## src/rtl/pvr_tex_pkg.sv

```systemverilog
// Shared types for the PVR texel fetch unit: pixel-format codes, FSM
// state encoding and helpers for bits-per-pixel and texture size log2.
package pvr_tex_pkg;

  typedef enum logic [2:0] {
    PIX_ARGB1555 = 3'd0,
    PIX_RGB565   = 3'd1,
    PIX_ARGB4444 = 3'd2,
    PIX_YUV422   = 3'd3,
    PIX_PAL4     = 3'd5,
    PIX_PAL8     = 3'd6
  } pix_fmt_e;

  typedef enum logic [2:0] {
    ST_IDLE,
    ST_ADDR,
    ST_REQ,
    ST_WAIT,
    ST_OUT
  } state_e;

  typedef enum logic [1:0] {
    BPP_16,
    BPP_8,
    BPP_4
  } bpp_e;

  // Storage class of a format; reserved codes fall back to 16 bpp.
  function automatic bpp_e bpp_of(input logic [2:0] fmt);
    case (pix_fmt_e'(fmt))
      PIX_PAL4: return BPP_4;
      PIX_PAL8: return BPP_8;
      default:  return BPP_16;
    endcase
  endfunction

  // log2 of a power-of-two texture dimension (8..1024).
  function automatic logic [3:0] size_log2(input logic [10:0] size);
    logic [3:0] r;
    r = '0;
    for (int i = 0; i < 11; i++) begin
      if (size[i]) r = 4'(i);
    end
    return r;
  endfunction

endpackage

```

## src/rtl/pvr_twiddle_idx.sv

```systemverilog
// Morton (twiddled) texel index: low log2(min(w,h)) bits of u and v are
// interleaved (v bit k -> 2k, u bit k -> 2k+1); the leftover high bits
// of the larger dimension sit above the interleaved field.
module pvr_twiddle_idx
  import pvr_tex_pkg::*;
(
  input  logic [9:0]  u_i,
  input  logic [9:0]  v_i,
  input  logic [10:0] u_size_i,
  input  logic [10:0] v_size_i,
  output logic [19:0] idx_o
);

  logic [3:0] log_w;
  logic [3:0] log_h;
  logic [3:0] log_min;
  logic [9:0] hi_bits;

  assign log_w   = size_log2(u_size_i);
  assign log_h   = size_log2(v_size_i);
  assign log_min = (log_w < log_h) ? log_w : log_h;

  // Interleave the square part, then append the rectangular remainder.
  always_comb begin
    // NOTE: every output of a combinational block gets a default first so no path leaves it unassigned (which would infer a latch).
    idx_o   = '0;
    hi_bits = (log_w > log_h) ? (u_i >> log_min) : (v_i >> log_min);
    for (int k = 0; k < 10; k++) begin
      if (k < int'(log_min)) begin
        idx_o[2*k]   = v_i[k];
        idx_o[2*k+1] = u_i[k];
      end
    end
    idx_o = idx_o | ({10'd0, hi_bits} << {log_min, 1'b0});
  end

endmodule

```

## src/rtl/pvr_texel_fetch.sv

```systemverilog
// PVR texel fetch: turns a (u,v) pair into one 64-bit VRAM word read and
// extracts the addressed 16/8/4 bpp texel for the filter/palette stage.
// Optional single-entry word cache: define PVR_TEX_WORD_CACHE_EN.
module pvr_texel_fetch
  import pvr_tex_pkg::*;
#(
  parameter int VRAM_AW = 20
) (
  input  logic               clock,
  input  logic               reset_n,
  input  logic               uv_valid,
  output logic               uv_ready,
  input  logic [9:0]         u,
  input  logic [9:0]         v,
  input  logic [10:0]        tex_u_size_full,
  input  logic [10:0]        tex_v_size_full,
  input  logic [22:0]        tex_base_addr,
  input  logic [2:0]         pix_fmt,
  input  logic               twiddled,
  input  logic               tex_change,
  output logic               vram_req,
  output logic [VRAM_AW-1:0] vram_addr,
  input  logic               vram_gnt,
  input  logic               vram_rvalid,
  input  logic [63:0]        vram_rdata,
  output logic               texel_valid,
  input  logic               texel_ready,
  output logic [15:0]        texel_data,
  output logic               texel_is_index
);

  state_e state_q, state_d;

  // Fetch parameters captured on acceptance.
  logic [9:0]  u_q, v_q;
  logic [10:0] usz_q, vsz_q;
  logic [22:3] base_q;
  bpp_e        bpp_q;
  logic        tw_q;

  logic [VRAM_AW-1:0] addr_q, addr_d;
  logic [2:0]         lane_q, lane_d;
  logic               nib_q, nib_d;
  logic [15:0]        texel_q;
  logic               is_index_q;

  logic [19:0] tw_idx, lin_idx, idx;
  logic [20:0] offset;
  logic [23:0] byte_addr, word_addr;

  logic        cache_hit;
  logic [63:0] cache_word;
  logic [2:0]  unused_base_lsb;

  assign unused_base_lsb = tex_base_addr[2:0];

  // Texel extraction from a little-endian 64-bit word.
  function automatic logic [15:0] pick_texel(input logic [63:0] word, input logic [2:0] lane,
                                             input logic nib, input bpp_e bpp);
    logic [15:0] half_v;
    logic [7:0]  byte_v;
    half_v = word[{lane[2:1], 4'b0000} +: 16];
    byte_v = word[{lane, 3'b000} +: 8];
    case (bpp)
      BPP_4:   return {12'd0, nib ? byte_v[7:4] : byte_v[3:0]};
      BPP_8:   return {8'd0, byte_v};
      default: return half_v;
    endcase
  endfunction

  pvr_twiddle_idx u_twiddle (
    .u_i      (u_q),
    .v_i      (v_q),
    .u_size_i (usz_q),
    .v_size_i (vsz_q),
    .idx_o    (tw_idx)
  );

  // Coordinates are pre-clamped, so the product never exceeds 20 bits.
  assign lin_idx = {10'd0, v_q} * {9'd0, usz_q} + {10'd0, u_q};
  assign idx     = tw_q ? tw_idx : lin_idx;

  // Byte offset of the texel inside the texture.
  always_comb begin
    case (bpp_q)
      BPP_4:   offset = {2'b00, idx[19:1]};
      BPP_8:   offset = {1'b0, idx};
      default: offset = {idx, 1'b0};
    endcase
  end

  // Addresses past the top of VRAM wrap silently by truncation.
  assign byte_addr = {1'b0, base_q, 3'b000} + {3'b000, offset};
  assign word_addr = byte_addr >> 3;
  assign addr_d    = VRAM_AW'(word_addr);
  assign lane_d    = byte_addr[2:0];
  assign nib_d     = idx[0];

`ifdef PVR_TEX_WORD_CACHE_EN
  logic               cache_vld_q;
  logic [VRAM_AW-1:0] cache_addr_q;
  logic [63:0]        cache_word_q;

  // A pulse on tex_change in the ADDR cycle must already count as a miss.
  assign cache_hit  = cache_vld_q && !tex_change && (cache_addr_q == addr_d);
  assign cache_word = cache_word_q;

  // Cache valid bit: set by a VRAM return, cleared by tex_change.
  always_ff @(posedge clock or negedge reset_n) begin
    if (!reset_n) begin
      cache_vld_q <= 1'b0;
    end else if (tex_change) begin
      cache_vld_q <= 1'b0;
    end else if (state_q == ST_WAIT && vram_rvalid) begin
      cache_vld_q <= 1'b1;
    end
  end

  // Cache payload (tag and word) refilled on every VRAM return.
  // NOTE: payload storage has no reset; the valid bit alone decides whether it is meaningful.
  always_ff @(posedge clock) begin
    if (state_q == ST_WAIT && vram_rvalid) begin
      cache_addr_q <= addr_q;
      cache_word_q <= vram_rdata;
    end
  end
`else
  logic unused_tex_change;

  assign cache_hit         = 1'b0;
  assign cache_word        = '0;
  assign unused_tex_change = tex_change;
`endif

  // Held off while in reset so the upstream never sees a false ready.
  assign uv_ready       = (state_q == ST_IDLE) && reset_n;
  assign vram_addr      = addr_q;
  assign texel_data     = texel_q;
  assign texel_is_index = is_index_q;

  // State register.
  always_ff @(posedge clock or negedge reset_n) begin
    // NOTE: sequential state uses non-blocking assignments so every flop samples pre-edge values.
    if (!reset_n) state_q <= ST_IDLE;
    else          state_q <= state_d;
  end

  // Next-state and handshake outputs.
  always_comb begin
    state_d     = state_q;
    vram_req    = 1'b0;
    texel_valid = 1'b0;
    unique case (state_q)
      ST_IDLE: if (uv_valid) state_d = ST_ADDR;
      ST_ADDR: state_d = cache_hit ? ST_OUT : ST_REQ;
      ST_REQ: begin
        vram_req = 1'b1;
        if (vram_gnt) state_d = ST_WAIT;
      end
      ST_WAIT: if (vram_rvalid) state_d = ST_OUT;
      ST_OUT: begin
        texel_valid = 1'b1;
        if (texel_ready) state_d = ST_IDLE;
      end
      default: state_d = ST_IDLE;
    endcase
  end

  // Datapath: capture on acceptance, address in ADDR, texel on return or hit.
  always_ff @(posedge clock or negedge reset_n) begin
    if (!reset_n) begin
      u_q        <= '0;
      v_q        <= '0;
      usz_q      <= '0;
      vsz_q      <= '0;
      base_q     <= '0;
      bpp_q      <= BPP_16;
      tw_q       <= 1'b0;
      addr_q     <= '0;
      lane_q     <= '0;
      nib_q      <= 1'b0;
      texel_q    <= '0;
      is_index_q <= 1'b0;
    end else begin
      if (state_q == ST_IDLE && uv_valid) begin
        u_q    <= u;
        v_q    <= v;
        usz_q  <= tex_u_size_full;
        vsz_q  <= tex_v_size_full;
        base_q <= tex_base_addr[22:3];
        bpp_q  <= bpp_of(pix_fmt);
        tw_q   <= twiddled;
      end
      if (state_q == ST_ADDR) begin
        addr_q     <= addr_d;
        lane_q     <= lane_d;
        nib_q      <= nib_d;
        is_index_q <= (bpp_q != BPP_16);
        if (cache_hit) texel_q <= pick_texel(cache_word, lane_d, nib_d, bpp_q);
      end
      if (state_q == ST_WAIT && vram_rvalid) begin
        texel_q <= pick_texel(vram_rdata, lane_q, nib_q, bpp_q);
      end
    end
  end

endmodule

```

## config.mk

```make
export PLATFORM = sky130hd
export DESIGN_NAME = pvr_texel_fetch
export DESIGN_NICKNAME = d
export VERILOG_FILES = /design/src/rtl/pvr_tex_pkg.sv /design/src/rtl/pvr_twiddle_idx.sv /design/src/rtl/pvr_texel_fetch.sv
export SDC_FILE = /design/constraint.sdc
export NUM_CORES = 1
export LEC_CHECK = 0
export ABC_CLOCK_PERIOD_IN_PS = 12100
export BUFFER_PORTS_ARGS = -buffer_cell sky130_fd_sc_hd__buf_2
export CAP_MARGIN = 10
export CORE_UTILIZATION = 64
export DETAILED_ROUTE_END_ITERATION = 10
export MAX_ROUTING_LAYER = met4
export PLACE_DENSITY = 0.89
export RECOVER_POWER = 100
export REMOVE_ABC_BUFFERS = 1
export SYNTH_ARGS = -nofsm -noshare
export SYNTH_HDL_FRONTEND = slang
export SYNTH_SLANG_ARGS = --single-unit
export TNS_END_PERCENT = 30
```

## constraint.sdc

```tcl
create_clock -name clock -period 12.1 [get_ports clock]
set_input_delay 1.21 -clock clock [delete_from_list [all_inputs] [get_ports clock]]
set_output_delay 1.21 -clock clock [all_outputs]
set_load 0.05 [all_outputs]
```

* Word level (Yosys, flattened, before mapping)
Cells that the tools add are included.
Word-level totals: flip-flop bits (word level) 109, input bits 140, output and inout bits 40, word-level logic and storage cells 96
Cells by class: $add $sub $neg 2, multipliers 1, magnitude comparators 12, eq/ne operators 12, shift operators 5, mux-type cells 44, bitwise operators 1, reductions and logical operators 6
Operators by type and width (count):
- $shiftx 64x7->16 | 1
- $shiftx 64x7->8 | 1
- $pmux 21 s2 | 1
- $mux 3 | 12
- $mux 4 | 8
- $pmux 16 s2 | 1
- $mux 2 | 14
- $add 23x21->23 | 1
- $add 20x10->20 | 1
- $mul 10x11->20 | 1
- $mux 20 | 1
- $or 20x20->20 | 1
- $shl 10x5->20 | 1
- $shr 10x4->10 | 2
- $lt 3x4->1 const A | 4
- $pmux 3 s5 | 1
- $mux 10 | 1
- $eq 3x3->1 const B | 3
- $lt 1x4->1 const A | 2
- $lt 2x4->1 const A | 2
- $lt 4x4->1 const A | 2
- $ne 2x2->1 const B | 4
- $eq 3x2->1 const B | 2
- $gt 4x4->1 | 1
- other kinds (10) | 15

* Logic depth before layout (Yosys ltp)
Gate-level depths: netlist of the first run.
depth in word-level cells 19, mapped depth 34

* Hierarchy
A second synthesis of the first run with hierarchy kept.
Unflattened totals: cells, all modules 1271, area, all modules 11949.0 µm²
Modules (own cells, without submodules):
- pvr_texel_fetch | times used 1, cells each 1046, area an instance 10376.2 µm², sequential area each 2727.6 µm²
- pvr_twiddle_idx | times used 1, cells each 225, area an instance 1572.8 µm², sequential area each 0.0 µm²

* Least setup slack after synthesis of the first run
Ideal clock, no wire load.
kind register to register, start point reg v_q[9], end point reg addr_q[18], in the netlist vram_addr[18], library setup time 0.134 ns, arrival time 6.980 ns, required time 11.966 ns, path slack 4.986 ns, stages on the path, launching flop included 34, path buffers 1, clock period less this slack 7.114 ns, cell sequence dfrtp_1 clkbuf_1 and2_1 fa_1 inv_1 fa_1 inv_1 fa_1 fa_1 inv_1 fa_1 inv_1 ha_1 a21oi_1 nand2_1 nor3_1 a21oi_1 a31oi_1 xor2_1 nor2_1 a31oi_1 o21ai_1 a32oi_1 o21ai_0 ha_1 nor2b_1 nor2_1 nor2_1 a21oi_1 a31oi_1 or4_1 a31oi_1 xor2_1 o21ai_0
Between the ends: longest elaborated chain between the ends 7, elaborated cells on any way between the ends 10, classes of those cells add/sub (2); mul (1); shift (2); mux (4); bitwise (1)
Ends and longest elaborated chain:
- start, declared | RTL line pvr_texel_fetch.sv:35 | logic [9:0] u_q, v_q;
- start signal, assigned | RTL line pvr_texel_fetch.sv:187 | v_q <= v;
- parallel branches: the longest is 4 deep, another holds $mul 10x11->20
- $mux 20 (*) | RTL line pvr_texel_fetch.sv:81 | assign idx = tw_q ? tw_idx : lin_idx;
- $pmux 21 s2 (*) | RTL line pvr_texel_fetch.sv:85 | case (bpp_q)
- $add 23x21->23 (*) | RTL line pvr_texel_fetch.sv:93 | assign byte_addr = {1'b0, base_q, 3'b000} + {3'b000, offset};
- end signal, assigned | RTL line pvr_texel_fetch.sv:195 | addr_q <= addr_d;
- end, declared | RTL line pvr_texel_fetch.sv:41 | logic [VRAM_AW-1:0] addr_q, addr_d;
Mark *: on every way between the ends. A chain may end at the register's enable or synchronous reset.

* Worst setup path after layout of the first run
start point reg usz_q[4], end point reg addr_q[19], in the netlist vram_addr[19]
Between the ends: longest elaborated chain between the ends 16, elaborated cells on any way between the ends 40, classes of those cells add/sub (2); mul (1); order compare (12); shift (3); mux (21); bitwise (1)
Ends and longest elaborated chain:
- start, declared | RTL line pvr_texel_fetch.sv:36 | logic [10:0] usz_q, vsz_q;
- start signal, assigned | RTL line pvr_texel_fetch.sv:188 | usz_q <= tex_u_size_full;
- $mux 3 (4 in series) | RTL line pvr_tex_pkg.sv:42 | if (size[i]) r = 4'(i);
- $mux 4 (3 in series) | RTL line pvr_tex_pkg.sv:42
- $lt 4x4->1 | RTL line pvr_twiddle_idx.sv:21 | assign log_min = (log_w < log_h) ? log_w : log_h;
- $mux 4 | RTL line pvr_twiddle_idx.sv:21
- $shr 10x4->10 | RTL line pvr_twiddle_idx.sv:27 | hi_bits = (log_w > log_h) ? (u_i >> log_min) : (v_i >> log_min);
- $mux 10 | RTL line pvr_twiddle_idx.sv:27
- $shl 10x5->20 | RTL line pvr_twiddle_idx.sv:34 | idx_o = idx_o | ({10'd0, hi_bits} << {log_min, 1'b0});
- $or 20x20->20 | RTL line pvr_twiddle_idx.sv:34
- $mux 20 (*) | RTL line pvr_texel_fetch.sv:81
- $pmux 21 s2 (*) | RTL line pvr_texel_fetch.sv:85
- $add 23x21->23 (*) | RTL line pvr_texel_fetch.sv:93
Mark *: on every way between the ends. The rest lies on a longest branch, timed or not.

==> key figures, run 1 <==
STA
  – RSZ-0062 raised after global routing: false
  – Hold Fails Final Rpt: 0
  – Slew @ Worst Pin: 4.51 ns
  – Max frequency: 101 MHz
  – Setup_tns: 0 ns
  – Fin. max-slew vios: approximately 220
  – Final period utilization: about 82%
  – Min Clock Period, post-route: 9.89 ns
  – Final setup vio count: 0
  – Relative slew margins: -201%
  – Worst clock skew: 0.0129 ns

Place
  – IO Port Bufs: 174
  – GP Congestion: 1.00
  – HPWL Detailed: 23.9 mm

GRT
  – Global route total overflow: 0
  – Initial antenna violation count: 0
  – Total GRT Usage: 37.1%
  – First-pass GRT wire length: 51.5 mm
  – Vias in the first global route: between 10k and 15k
  – Pin count of the biggest net entering global routing: 77

Synthesis
  – Post-synth ARST share: 100%
  – Post-synth EDFFs: 0
  – Top cell type's share of synthesized area: 23.5%
  – Yosys cell types: 81
  – Largest area contributor in the netlist: dfrtp_1
  – Dominant synthesized flop cell: dfrtp_1
  – Mean Syn Cell Area: 9.47 um^2
  – Cell count after synthesis: 1216
  – Yosys Warn Count: 0
  – Post-synthesis cell area: 11500 um^2
  – Sequential-to-total area share from yosys stat: 23.5%
  – Synth top area cells: dfrtp_1 (23%), fa_1 (14%), ha_1 (9.0%)
  – Post-synthesis register bit count: 108

Die
  – Die width: roughly 140 um
  – Die area: around 19000 um^2
  – Io pins: 180
  – CORE AREA: roughly 17000 um^2
  – Initial core utilization: ~66%
  – Num rows: 48
  – Die height: 136 um

Finish
  – Final nets: 1642
  – Layout cells sized above 1: 20.2%
  – Commonest non-fill, non-tap cell in the layout: nand2_1
  – Antenna cells: 0
  – Area growth syn-to-layout: 9.87%
  – Commonest cells after routing, fill and taps aside: nand2_1 (136), inv_1 (134), buf_2 (133)

Outcome
  – Status: complete, but fails checks
  – Failing checks: capacitance limit, slew limit

Setup path
  – Kind of critical path: flop to flop
  – Crit-path leading delay family: compound AO/OA/AOI/OAI gates
  – Highest-delay cell along the critical path: clkbuf_1
  – CP max FO: 25
  – CP peak stage delay: 0.93 ns
  – Cell repeated most along the worst path: a21oi_1
  – Data arrival time of the worst path: slightly above 10 ns
  – Critical path launch point type: flop
  – Critical Path End Type: flop
  – Worst Path Buf+Inv: 1
  – Critical Path RT: 12.28 ns

Clock network
  – TritonCTS buffer count: 9
  – CTS Buffer Depth: 2
  – CTS tree: built
  – # resized after CTS: 0
  – Sink Count: 108
  – Clock latency on the worst-skew pair: 0.37 ns
  – H-Tree Depth: 3
  – Clock transition at path regs: 0.09 ns
  – Clk Tree Root Cell: clkbuf_16
  – Post-CTS Setup Repair Bufs: 0
  – Post-CTS Hold Fix Bufs: 0

Route
  – Total Wirelength: 31.4 mm
  – DR WL/cell: 20.0 um
  – Post-DRT Antenna Nets: 0
  – # DRC: 0
  – Total number of vias: 10.0k
  – Vias/cell: 6.38
  – Pre-antenna DRT Iters: 6
  – DR iter-0 viols: 889

Min path
  – Hold WC Path Type: flop to flop

Flow run
  – Max Cap Violations: 4
-- layer usage --
metal  wire length [um]  global-route usage [%]  up-vias
met5                  0                       -        -
met4               1090                    14.9        0
met3               2170                    5.07       95
met2              15400                    59.2      493
met1              12700                    47.6     4940
li1                   -                       -     4485
-- flip-flops by register name (all words and copies together), names as in the netlist --
register / cells
bpp_q: 2
state_q: 3
v_q: 10
texel_is_index: 1
usz_q: 11
nib_q: 1
base_q: 20
vram_addr: 20
texel_data: 16
vsz_q: 10
u_q: 10
lane_q: 3
tw_q: 1
-- Yosys cell counts, types with 5 or more instances --
cell / n
nand2_1: 136
inv_1: 134
dfrtp_1: 108
ha_1: 83
fa_1: 80
mux2_2: 62
nor2_1: 62
o21ai_0: 60
and2_1: 53
clkbuf_1: 53
a21oi_1: 47
mux4_2: 32
mux2i_1: 23
xnor2_1: 18
nor3_1: 16
xor2_1: 15
a221oi_1: 14
a21o_1: 12
a31oi_1: 12
a211oi_1: 11
nand2b_1: 11
nand3_1: 11
o22ai_1: 11
o31ai_1: 10
a22o_1: 9
buf_2: 7
o21ai_1: 7
buf_1: 6
nor2b_1: 6
a2bb2oi_1: 5
o221ai_1: 5
or3_1: 5
-- worst paths after layout --
path                       slack, ns     startpoint  cells after the start       endpoint
max in group asynchronous       6.36        reset_n                      2         v_q[4]
min reg2reg                     0.49  vram_addr[19]                      2  vram_addr[19]
min in group asynchronous       1.69        reset_n                      1  texel_data[8]
max reg2reg                     2.21       usz_q[4]                     27  vram_addr[19]
max                             2.21       usz_q[4]                     27  vram_addr[19]
min                             0.49  vram_addr[19]                      2  vram_addr[19]
-- tightest hold or removal path: stages, from the launching register on --
cell,delay (ns)
dfrtp_1,0.35
nand2_1,0.05
o21ai_0,0.06
-- layout make-up --
class	count	area [um^2]
Clock buffer	10	229
Timing Repair Buffer	181	861
Tap cell	225	282
Sequential cell	108	2700
Inverter	137	514
Multi-Input combinational cell	902	7990
Fill cell	1278	4770
Clock inverter	6	67.6
-- logic make-up (layout without fill, tap and decap cells) --
logic type / after synthesis / after routing / synth area share, %
fa+ha+maj: 163 / 163 / 22.9
simple gates: 327 / 327 / 13.5
buf+inv: 206 / 334 / 6.96
mux: 122 / 122 / 15.0
xor+xnor: 33 / 33 / 2.51
flops: 108 / 108 / 23.5
compound gates: 257 / 257 / 15.7
-- metrics by stage --
step	std cells	utilization (%)	worst slack, ns	hold slack (ns)	instance area [um^2]
2_1_floorplan	1147	-	5.02	0.482	11200
3_3_place_gp	1553	71.4	4.01	0.458	12400
3_5_place_dp	1553	71.4	3.86	0.465	12400
4_1_cts	1569	73.1	3.73	0.488	12700
5_1_grt	1569	72.6	1.72	0.516	12600
6_report	1569	72.6	2.21	0.488	12600
Power of run 1 is not shown: default switching activity piles up to over one toggle a cycle in this logic, so the estimate is an artifact.
==> inputs of run 2 (changes only) <==
--- a/config.mk
+++ b/config.mk
@@ -5,13 +5,13 @@
 export SDC_FILE = /design/constraint.sdc
 export NUM_CORES = 1
 export LEC_CHECK = 0
-export ABC_CLOCK_PERIOD_IN_PS = 12100
+export ABC_CLOCK_PERIOD_IN_PS = 8800
 export BUFFER_PORTS_ARGS = -buffer_cell sky130_fd_sc_hd__buf_2
 export CAP_MARGIN = 10
-export CORE_UTILIZATION = 64
+export CORE_UTILIZATION = 53
 export DETAILED_ROUTE_END_ITERATION = 10
 export MAX_ROUTING_LAYER = met4
-export PLACE_DENSITY = 0.89
+export PLACE_DENSITY = 0.78
 export RECOVER_POWER = 100
 export REMOVE_ABC_BUFFERS = 1
 export SYNTH_ARGS = -nofsm -noshare
==> constraint.sdc (replaced) <==
create_clock -name clock -period 8.8 [get_ports clock]
set_input_delay 0.88 -clock clock [delete_from_list [all_inputs] [get_ports clock]]
set_output_delay 0.88 -clock clock [all_outputs]
set_load 0.05 [all_outputs]
==> run 2 against run 1 <==
  * Register-to-register slack lost 1.7 ns
  * Die area up 20%
  * The run still ends with capacitance limit, slew limit left
  * Worst setup slack got worse by 1.7 ns
  * Critical path type unchanged
  * Flip-flop and latch count unchanged
  * Core utilization is 12 points lower
  * Clock-buffer cell count decreased by 1
  * Worst hold slack got worse by 0.0068 ns
  * First-iteration DRC count decreased by 21%
  * Non-clock buffer count increased by 14
  * Design area up 1.7%
  * Cell count up 4.2%
  * Via count fell by 2.8%
==> key figures, run 2 (synthesis gave the netlist of run 1 again) <==
GRT
  – Global route total overflow: 0
  – Vias in the first global route: a little under 10k
  – First-pass GRT wire length: 50.2 mm
  – Total GRT Usage: 29.9%
  – Initial antenna violation count: 2
  – Pin count of the biggest net entering global routing: 77

STA
  – Worst clock skew: ~0.009 ns
  – Final setup vio count: 0
  – Relative slew margins: -208%
  – Final period utilization: 93.9%
  – Slew @ Worst Pin: 4.63 ns
  – Fin. max-slew vios: 223
  – Max frequency: 121 MHz
  – Min Clock Period, post-route: 8.26 ns
  – RSZ-0062 raised after global routing: false
  – Hold Fails Final Rpt: 0
  – Setup_tns: 0 ns

Setup path
  – Cell repeated most along the worst path: a21oi_1
  – Worst Path Buf+Inv: 3
  – Reg-to-Reg Start: usz_q[6]
  – Critical Path RT: 9.01 ns
  – Critical Path End Type: flop
  – Crit path launch: usz_q[6]
  – Crit-path leading delay family: compound AO/OA/AOI/OAI gates
  – Highest-delay cell along the critical path: nor4_1
  – Critical path launch point type: flop
  – Data arrival time of the worst path: about 8.5 ns
  – CP max FO: 18
  – Kind of critical path: flop to flop
  – CP peak stage delay: 0.81 ns

Clock network
  – Post-CTS Setup Repair Bufs: 0
  – TritonCTS buffer count: 9
  – Post-CTS Hold Fix Bufs: 0
  – Clk Tree Root Cell: clkbuf_16
  – Clock latency on the worst-skew pair: 0.37 ns
  – Clock transition at path regs: 0.09 ns
  – CTS tree: built
  – Sink Count: roughly 110
  – # resized after CTS: 0
  – H-Tree Depth: 3
  – CTS Buffer Depth: 2

Place
  – Dpl cell area: 12600 um^2
  – IO Port Bufs: 174
  – Placed Cells: 1617
  – HPWL Detailed: 24.0 mm
  – GP Congestion: 0.972

Min path
  – Hold WC Path Type: flop to flop
  – Hold Path Origin: texel_data[3]

Finish
  – Layout cells sized above 1: between 20% and 30%
  – Layout Cells excl Fill: roughly 1.6k
  – Register Area: 2710 um^2
  – Fin area: 12900 um^2
  – Footprint of the multi-input gates: about 8000 um^2
  – Fill count: 1802
  – Commonest cells after routing, fill and taps aside: nand2_1 (136), inv_1 (134), buf_2 (133)
  – Commonest non-fill, non-tap cell in the layout: nand2_1
  – Area growth syn-to-layout: 11.7%
  – Final nets: 1656

Die
  – Die height: about 150 um
  – CORE AREA: between 20000 and 25000 um^2
  – Io pins: 180
  – Num rows: 53
  – Die area: 22300 um^2
  – Initial core utilization: 54.4%
  – Die width: 149 um

Flow run
  – Max Cap Violations: 4

Route
  – Met1 wire length: approximately 13 mm
  – Pre-antenna DRT Iters: 5
  – Total number of vias: 9737
  – Post-DRT Antenna Nets: 0
  – WL met3: between 1.5 and 2 mm
  – Met2 wire len: 15.0 mm
  – # DRC: 0
  – DR iter-0 viols: 701
  – Top Layer Used: met4
  – DR WL/cell: 19.0 um
  – Vias/cell: approximately 6
  – Total Wirelength: 31.0 mm

Outcome
  – Status: complete, but fails checks
  – Failing checks: capacitance limit, slew limit
==> run 2: cell count changes in the layout (fill, tap and decap cells not counted), sizes merged <==
cell / change
diode: +2
bufinv: +1
buf: +13
==> run 2: through the flow <==
step                hold slack (ns)  util [%]  setup slack (ns)
floorplan                     0.482         -              1.72
global placement              0.458      59.6             0.844
detailed placement            0.460      59.6             0.733
CTS                           0.480      61.2             0.545
global route                  0.499      60.8            0.0137
finish                        0.481      60.8             0.538
==> run 2: tightest hold or removal path, cell delays in order (launching register included) <==
cell and delay [ns]:
dfrtp_1 0.35, nand2_1 0.05, o31ai_1 0.05
==> run 2: final timing paths <==
kind	to	slack [ns]	cells after the start
hold / removal	texel_data[3]	0.48	2
min in group asynchronous	vram_addr[19]	1.33	1
hold reg to reg	texel_data[3]	0.48	2
max in group asynchronous	base_q[18]	3.05	2
setup reg to reg	vram_addr[19]	0.54	29
setup / recovery	vram_addr[19]	0.54	29
==> run 2: per-layer routing <==
metal / GRT usage (%) / vias up
li1: - / 4516
met1: 39.6 / 4804
met2: 46.9 / 342
met3: 4.28 / 75
met4: 10.4 / 0
met5: - / -
==> run 2: final cells by class <==
cell class,instances,share of cell area (%)
clock buffer,9,1.75
multi-input combinational,902,62.1
antenna,2,0.0389
sequential,108,21.1
inverter,137,4.00
clock inverter,7,0.875
timing repair buffer,195,7.48
tap,275,2.67
Power of run 2 is left out for the same reason.
==> inputs of run 3 (changes only) <==
--- a/config.mk
+++ b/config.mk
@@ -13,7 +13,6 @@
 export MAX_ROUTING_LAYER = met4
 export PLACE_DENSITY = 0.78
 export RECOVER_POWER = 100
-export REMOVE_ABC_BUFFERS = 1
 export SYNTH_ARGS = -nofsm -noshare
 export SYNTH_HDL_FRONTEND = slang
 export SYNTH_SLANG_ARGS = --single-unit
==> run 3 against run 2 <==
  * The run still ends with capacitance limit, slew limit left
  * Critical path depth is 3 higher
  * Cell count is 0.37% lower
  * Fmax is 1.6% higher
  * Global-route usage is 0.65 points lower
  * Register-to-register slack better by 0.13 ns
  * First-iteration DRC count is 22% lower
  * Worst hold slack better by 0.0025 ns
  * Flip-flop and latch count stayed put
  * Clock-buffer cell count is 1 higher
  * Routed wire length is 3.3% lower
  * Design area is 0.54% lower
  * Sequential share of layout area is 0.057 points higher
  * Largest cell class unchanged
==> key figures, run 3 (synthesis gave the netlist of run 1 again) <==
Die
  – Die area: 22300 um^2
  – Die width: 149 um
  – Die height: ~150 um
  – Num rows: 53
  – Io pins: 180
  – Initial core utilization: 54.4%
  – CORE AREA: ~21000 um^2

Setup path
  – Kind of critical path: flop to flop
  – Critical Path End Type: flop
  – Highest-delay cell along the critical path: dfrtp_1
  – CP max FO: 15
  – Critical path launch point type: flop
  – Critical Path RT: 8.98 ns
  – Cell repeated most along the worst path: fa_1
  – CP peak stage delay: 0.61 ns
  – Data arrival time of the worst path: 8.31 ns

GRT
  – Pin count of the biggest net entering global routing: 77
  – Initial antenna violation count: 1
  – First-pass GRT wire length: 49.6 mm
  – Vias in the first global route: ~9.7k
  – Total GRT Usage: 29.3%
  – Global route total overflow: 0

Finish
  – Layout cells sized above 1: 20.6%
  – Commonest non-fill, non-tap cell in the layout: nand2_1
  – Final nets: 1650
  – Layout Cells excl Fill: ~1.6k
  – Area growth syn-to-layout: 11.1%
  – Commonest cells after routing, fill and taps aside: nand2_1 (136), inv_1 (134), buf_2 (134)

STA
  – Max frequency: around 120 MHz
  – Min Clock Period, post-route: 8.13 ns
  – Setup_tns: 0 ns
  – RSZ-0062 raised after global routing: false
  – Fin. max-slew vios: 223
  – Relative slew margins: -160%
  – Final period utilization: 92.4%
  – Final WS setup: 0.670 ns
  – Hold Fails Final Rpt: 0
  – Worst clock skew: 0.0119 ns
  – Final setup vio count: 0
  – Slew @ Worst Pin: 3.90 ns

Route
  – WL met3: between 1.5 and 2 mm
  – Top Layer Used: met4
  – # DRC: 0
  – Total number of vias: 9577
  – Vias/cell: 5.88
  – Total Wirelength: 30.0 mm
  – Met2 wire len: 14.8 mm
  – Post-DRT Antenna Nets: 0
  – Met1 wire length: 12.9 mm
  – DR iter-0 viols: 544
  – Pre-antenna DRT Iters: 5
  – DR WL/cell: 18.4 um

Clock network
  – CTS tree: built
  – Clk Tree Root Cell: clkbuf_16
  – Sink Count: between 100 and 150
  – Clock transition at path regs: 0.09 ns
  – Clock latency on the worst-skew pair: ~0.37 ns
  – Post-CTS Setup Repair Bufs: 0
  – CTS Buffer Depth: 2
  – # resized after CTS: 0
  – TritonCTS buffer count: 9
  – H-Tree Depth: 3
  – Post-CTS Hold Fix Bufs: 0

Place
  – Pre-CTS setup slack: 0.808 ns
  – Placed Cells: about 1.6k
  – IO Port Bufs: 174
  – HPWL Detailed: 23.3 mm
  – GP Congestion: 0.966

Outcome
  – Status: complete, but fails checks
  – Failing checks: capacitance limit, slew limit

Min path
  – Hold WC Path Type: flop to flop

Flow run
  – Max Cap Violations: 4

Synthesis
  – Syn nets: 1519
run 3: through the flow:
stage / hold WS, ns / area, um^2 / util [%]
final: 0.483 / 12800 / 60.5
after global routing: 0.507 / 12800 / 60.5
after CTS: 0.486 / 12900 / 60.8
after detailed placement: 0.467 / 12600 / 59.4
after global placement: 0.458 / 12600 / 59.4
after floorplan: 0.479 / 11500 / -
run 3: routing by layer:
layer	vias up	GRT usage, %
met5	-	-
met4	0	7.81
met3	57	4.22
met2	310	48.7
met1	4701	37.3
li1	4509	-
run 3: worst max-delay path, delay by kind of cell, from the launching register on:
family,cells,cell delay (ns)
AOI/OAI and AO/OA,11,1.99
adders and majority gates,7,3.30
DFF,1,0.61
buffers and inverters,4,0.21
and+or+nand+nor,8,1.49
xor gates and xnor gates,2,0.33
run 3: path summary, 6_finish.rpt:
kind / from / to / slack [ns] / cells after the start
worst max register to register: v_q[7] / vram_addr[18] / 0.67 / 32
worst min register to register: vram_addr[11] / vram_addr[11] / 0.48 / 2
worst min-delay path: vram_addr[11] / vram_addr[11] / 0.48 / 2
min in group asynchronous: reset_n / base_q[10] / 1.44 / 1
max in group asynchronous: reset_n / v_q[2] / 3.44 / 2
worst max-delay path: v_q[7] / vram_addr[18] / 0.67 / 32
run 3: area by class of cell:
| class | instances | area, um^2 |
|---|---|---|
| Antenna cell | 2 | 5.00 |
| Clock buffer | 10 | 229 |
| Clock inverter | 6 | 82.6 |
| Fill cell | 1829 | 8360 |
| Inverter | 137 | 514 |
| Multi-Input combinational cell | 902 | 8000 |
| Sequential cell | 108 | 2700 |
| Tap cell | 275 | 344 |
| Timing Repair Buffer | 189 | 918 |
Power of run 3 is left out for the same reason.
